**src/rtl/syn_accum.sv**
```systemverilog
// Synaptic accumulator: scans NUM_SYN synapses per timestep into excit/inhibit sums plus leak term.
// Latency: o_valid pulses the cycle after edge NUM_SYN+1 from the accepted start; back-to-back starts OK.
// Backpressure: none; i_start outside IDLE is dropped. SYN_ACC_SAT_EN selects saturating adds + o_sat.
module syn_accum #(
    parameter int NUM_SYN     = 8,
    parameter int WEIGHT_W    = 12,
    parameter int DECAY_SHIFT = 3
) (
    input  logic                       clk,
    input  logic                       reset,
    input  logic                       i_start,
    input  logic [NUM_SYN-1:0]         i_spikes,
    input  logic [13:0]                i_voltage,
    input  logic                       i_wr_en,
    input  logic [$clog2(NUM_SYN)-1:0] i_wr_addr,
    input  logic [WEIGHT_W-1:0]        i_wr_weight,
    input  logic                       i_wr_inhib,
    output logic [13:0]                o_sum_excit,
    output logic [13:0]                o_sum_inhibit,
    output logic [13:0]                o_cond_decay,
    output logic                       o_valid,
    output logic                       o_busy,
    output logic                       o_sat
);
    localparam int IDX_W = $clog2(NUM_SYN);
    localparam int ACC_W = 14;

    typedef enum logic [1:0] {S_IDLE, S_SCAN, S_DONE} state_t;

    state_t state, state_nxt;
    logic   start_acc, scan_en, done_en, last_idx;

    logic [WEIGHT_W-1:0] w_mag [NUM_SYN];
    logic                w_inh [NUM_SYN];

    logic [NUM_SYN-1:0] spikes_q;
    logic [13:0]        volt_q;
    logic [IDX_W-1:0]   idx;
    logic [ACC_W-1:0]   acc_e, acc_i, nxt_e, nxt_i, cur_w;
    logic               hit, hit_inh;
`ifdef SYN_ACC_SAT_EN
    logic               sat_acc, clamp;
    logic [ACC_W:0]     sum_e, sum_i;
`endif

    always_ff @(posedge clk or negedge reset) begin
        if (!reset) state <= S_IDLE;
        else        state <= state_nxt;
    end

    always_comb begin
        state_nxt = state;
        case (state)
            S_IDLE:  if (i_start)  state_nxt = S_SCAN;
            S_SCAN:  if (last_idx) state_nxt = S_DONE;
            S_DONE:  state_nxt = S_IDLE;
            default: state_nxt = S_IDLE;
        endcase
    end

    always_comb begin
        o_busy    = (state != S_IDLE);
        start_acc = (state == S_IDLE) && i_start;
        scan_en   = (state == S_SCAN);
        done_en   = (state == S_DONE);
    end

    assign last_idx = (idx == IDX_W'(NUM_SYN - 1));

    // Writes land on the edge after the strobe; a scan edge sees the old entry.
    always_ff @(posedge clk or negedge reset) begin
        if (!reset) begin
            for (int i = 0; i < NUM_SYN; i++) begin
                w_mag[i] <= '0;
                w_inh[i] <= 1'b0;
            end
        end else if (i_wr_en && ({1'b0, i_wr_addr} < (IDX_W+1)'(NUM_SYN))) begin
            w_mag[i_wr_addr] <= i_wr_weight;
            w_inh[i_wr_addr] <= i_wr_inhib;
        end
    end

    always_comb begin
        cur_w   = ACC_W'(w_mag[idx]);
        hit     = spikes_q[idx];
        hit_inh = w_inh[idx];
`ifdef SYN_ACC_SAT_EN
        sum_e = {1'b0, acc_e} + {1'b0, cur_w};
        sum_i = {1'b0, acc_i} + {1'b0, cur_w};
        nxt_e = sum_e[ACC_W] ? 14'h3FFF : sum_e[ACC_W-1:0];
        nxt_i = sum_i[ACC_W] ? 14'h3FFF : sum_i[ACC_W-1:0];
        clamp = hit && (hit_inh ? sum_i[ACC_W] : sum_e[ACC_W]);
`else
        nxt_e = acc_e + cur_w;
        nxt_i = acc_i + cur_w;
`endif
    end

    always_ff @(posedge clk or negedge reset) begin
        if (!reset) begin
            spikes_q      <= '0;
            volt_q        <= '0;
            idx           <= '0;
            acc_e         <= '0;
            acc_i         <= '0;
            o_sum_excit   <= '0;
            o_sum_inhibit <= '0;
            o_cond_decay  <= '0;
            o_valid       <= 1'b0;
        end else begin
            o_valid <= done_en;
            if (start_acc) begin
                spikes_q <= i_spikes;
                volt_q   <= i_voltage;
                idx      <= '0;
                acc_e    <= '0;
                acc_i    <= '0;
            end else if (scan_en) begin
                idx <= idx + 1'b1;
                if (hit) begin
                    if (hit_inh) acc_i <= nxt_i;
                    else         acc_e <= nxt_e;
                end
            end
            if (done_en) begin
                o_sum_excit   <= acc_e;
                o_sum_inhibit <= acc_i;
                o_cond_decay  <= volt_q - (volt_q >> DECAY_SHIFT);
            end
        end
    end

`ifdef SYN_ACC_SAT_EN
    always_ff @(posedge clk or negedge reset) begin
        if (!reset) begin
            sat_acc <= 1'b0;
            o_sat   <= 1'b0;
        end else begin
            if (start_acc)             sat_acc <= 1'b0;
            else if (scan_en && clamp) sat_acc <= 1'b1;
            if (done_en)               o_sat   <= sat_acc;
        end
    end
`else
    assign o_sat = 1'b0;
`endif

endmodule

```
**config.mk**
```make
export PLATFORM = sky130hd
export DESIGN_NAME = syn_accum
export DESIGN_NICKNAME = d
export VERILOG_FILES = /design/src/rtl/syn_accum.sv
export SDC_FILE = /design/constraint.sdc
export NUM_CORES = 1
export LEC_CHECK = 0
export ABC_AREA = 0
export BUFFER_PORTS_ARGS = -buffer_cell sky130_fd_sc_hd__clkbuf_2
export CORE_ASPECT_RATIO = 0.75
export CORE_UTILIZATION = 35
export CTS_CLUSTER_DIAMETER = 200
export DETAILED_ROUTE_END_ITERATION = 12
export GPL_ROUTABILITY_DRIVEN = 0
export GPL_TIMING_DRIVEN = 1
export PLACE_DENSITY = 0.64
export SLEW_MARGIN = 5
export SYNTH_ARGS = -nofsm -noshare
export SYNTH_HDL_FRONTEND = slang
export SYNTH_SLANG_ARGS = --single-unit
export TNS_END_PERCENT = 5
```
**constraint.sdc**
```tcl
create_clock -name clk -period 3.43 [get_ports clk]
set_input_delay 0.1715 -clock clk [delete_from_list [all_inputs] [get_ports clk]]
set_output_delay 0.1715 -clock clk [all_outputs]
set_load 0.005 [all_outputs]
```
==> key figures <==
Logic synthesis
  • Cell types with the largest area share after synthesis: dfrtp_1 50%, mux2_2 13%, nand2_1 6.5%
  • Most frequently used cell type in the post-synthesis netlist: dfrtp_1
  • Most used flip-flop cell after synthesis: dfrtp_1
  • Mapped Nets: 973
  • Number of different library cells in the post-synthesis netlist: 59
  • Cell Area, Synth: 10,100 µm²
  • Synth area leader: dfrtp_1
  • Yosys Warn Count: 0
  • Area share of the largest cell type after synthesis: 50.0%
  • Register bit total from synthesis: 202
  • Mean instance size in the synthesized netlist: 11.3 µm²
  • Number of cells produced by synthesis: 891
  • Register area share after synthesis: 50.0%
  • EDFF count, synth: 0
  • Synth async-reset ratio: 100%
  • Top cell types by occurrence after synthesis: 202 x dfrtp_1, 176 x nand2_1, 116 x mux2_2

Min path
  • Worst min-delay path category: in -> reg

STA
  • RSZ-0062 raised after global routing: false
  • Fin Setup TNS: 0 ns
  • Period minus WS final: 3.14 ns
  • Max-Slew Margin vs Limit: 27.4%
  • Fmax achieved: 319 MHz
  • Final Cycle Share: 91.5%
  • Minimum hold slack: 0.0348 ns
  • Final Hold Vio Count: 0
  • Final Skew: 0.0212 ns
  • Final slew viol count: 0
  • Transition at the pin with the smallest max-transition slack: 1.09 ns
  • Setup-violating endpoint count in the final report: 0

Power and ir drop
  • Worst vdd ir: 421 µV
  • Leak pwr: 5.55 nW
  • Power density over the cells: 934 nW/µm²

Layout
  • Final standard cell area without fillers: 12,000 µm²
  • Area growth syn-to-layout: 19.1%
  • Nets: 1,094
  • Layout cell share with drive strength beyond 1: 29.4%

Detailed routing
  • Drt total wl: 23,400 µm
  • Vias after detailed routing: 7,071
  • Post-DR wirelength/cell: 16.5 µm
  • DRC: 0
  • Count of nets left with antenna violations after detail routing: 0
  • Vias per Instance: 5.01
  • Number of DRC markers in iteration 0: 375
  • Detailed Routing Iterations Pass 1: 4

Floorplanning
  • Starting utilization of the core area: 35.9%
  • Die area: 29,600 µm²
  • Ports: 87
  • Number of standard-cell rows in the floorplan: 53
  • Die span in y: 149 µm
  • Area of the placeable core: 28,200 µm²
  • Die Width: 198 µm

Place
  • Area after DPL: 11,100 µm²
  • # port buffers: 85
  • DP Wirelength: 16,400 µm

Setup path
  • Crit path max fanout: 10
  • Slowest cell on the critical path: mux4_1
  • Reg2Reg Depth: 10
  • Cells traversed along the worst timing path: buf_12 > mux4_1 > mux2_2 > ha_1 > o21ai_0 > o21ai_0 > a21oi_1 > o221ai_1 > nand4_1 > mux2i_1
  • Critical Path End: acc_e[13]
  • Endpoint class of the critical path: flop
  • Most Frequent Cell on Critical Path: o21ai_0
  • Critical path's largest stage delay: 0.55 ns
  • Critical path data required time: 3.85 ns
  • Worst reg-to-reg setup slack: 0.29 ns
  • Startpoint-to-endpoint class of the critical path: reg -> reg
  • Endpoint of the worst-slack reg-to-reg timing path: acc_e[13]
  • Reg-to-reg startpoint: idx[0]
  • Start point of the critical path: idx[0]
  • Worst Path Arrival: 3.56 ns
  • Critical path startpoint category: flop

CTS
  • Number of CTS-inserted buffers: 21
  • H-tree Lvls: 1
  • Clock Root Buffer: clkbuf_16
  • Sink Count: 202
  • Clock tree from TritonCTS: yes
  • Clock transition at the register clock pins on the worst setup and hold paths after CTS: 0.07 ns
  • Bufs on Longest Clock Path: 3
  • Source-to-sink clock delay at the later pin of the worst-skew pair: 0.50 ns

Global route
  • Vias in the first global route: 7,132
  • Number of antenna violations at the first check in global routing: 2
  • Largest net degree at the start of global routing: 104
  • Global-route total usage across every layer: 16.3%
  • Aggregate global routing overflow: 0
  • First-pass GRT wire length: 38,400 µm

Status
  • Outcome: finished, final reports clean

Flow run
  • Max-cap check violation count: 0
-- flip-flops by register name (all words and copies together) (netlist names) --
register       count
idx                3
acc_i             14
acc_e             14
w_mag             96
w_inh              8
spikes_q           8
o_valid            1
o_sum_excit       14
volt_q            14
o_sum_inhibit     14
o_cond_decay      14
state              2
-- cells in the final DEF, fill, tap and decap left out, types with 6 or more instances in the layout --
cell           count
dlygate4sd3_1     23
inv_1             30
a21oi_1           34
dfrtp_1          201
o21a_1             9
xor2_1             9
mux2_2           116
nor3_1            14
o21ai_0           48
clkbuf_8           8
o31ai_1            7
buf_4             25
clkbuf_2          84
clkbuf_16         21
nand3_1           22
nor2_1            18
mux4_2            25
a211oi_1           6
xnor2_1           10
nand2_1          176
ha_1              37
-- power breakdown --
| part | leakage, nW | total, mW | switching (mW) | internal [mW] |
|---|---|---|---|---|
| Sequential | 2.53 | 3.61 | 0.496 | 3.11 |
| Combinational | 2.68 | 5.35 | 2.83 | 2.51 |
| Clock | 0.347 | 2.28 | 0.930 | 1.35 |
| Total | 5.55 | 11.2 | 4.26 | 6.98 |
-- how the worst min path moves through the flow --
stage | startpoint | end | slack [ns] | cells after the start
2_1_floorplan | reset | acc_e[0] | -0.12 | 0
3_3_place_gp | reset | o_cond_decay[9] | 0.31 | 1
3_5_place_dp | reset | o_cond_decay[9] | 0.31 | 1
4_1_cts | i_wr_weight[11] | w_mag[35] | 0.01 | 2
5_1_grt | i_wr_weight[2] | w_mag[26] | 0.04 | 2
6_report | i_wr_weight[11] | w_mag[35] | 0.03 | 2
-- stage by stage --
| stage | util (%) | total power, mW | std cells | worst slack, ns |
|---|---|---|---|---|
| CTS | 42.6 | 11.3 | 1410 | 0.103 |
| global route | 42.7 | 12.2 | 1411 | 0.0674 |
| finish | 42.7 | 11.2 | 1412 | 0.293 |
| global placement | 39.3 | 8.85 | 1350 | 0.184 |
| detailed placement | 39.3 | 8.93 | 1350 | 0.0965 |
| floorplan | - | 7.49 | 891 | 0.147 |
-- kinds of logic (layout without fill, tap and decap cells) --
group	count (synthesis)	in the layout	synth area share, %
compound gates	138	138	8.56
xor+xnor	19	19	1.65
fa+ha+maj	40	40	5.18
buf+inv	67	202	2.70
flops	202	202	50.0
mux	149	149	19.8
other cells	1	2	0.0371
simple gates	275	275	12.1
-- critical path: cells and delay by family, from the launching register on --
kind / cells / cell delay (ns)
multiplexers: 3 / 1.07
AO/OA/AOI/OAI: 4 / 1.00
flip-flops: 1 / 0.37
adder cells (fa/ha/maj): 1 / 0.36
buffers and inverters: 1 / 0.14
AND/OR/NAND/NOR: 1 / 0.13
-- per-layer routing --
metal	routed length, µm	GRT usage [%]
met4	411	3.60
met2	9900	24.3
met5	13	0
met1	12000	24.6
met3	1030	2.71
-- area by class of cell --
cell class,count,area [µm²]
Antenna cell,1,2.50
Clock buffer,31,633
Fill cell,2669,16100
Inverter,30,113
Sequential cell,202,5060
Tap cell,385,482
Clock inverter,6,58.8
Multi-Input combinational cell,622,4810
Timing Repair Buffer,135,883
-- repair_timing --
action                                  CTS  global route
endpoints found under the hold margin   120             0
resized for setup                         0             1
setup buffers                             0             1
endpoints found under the setup margin    0             8
hold buffers                             23             0
Power figures use the tool's default switching activity.
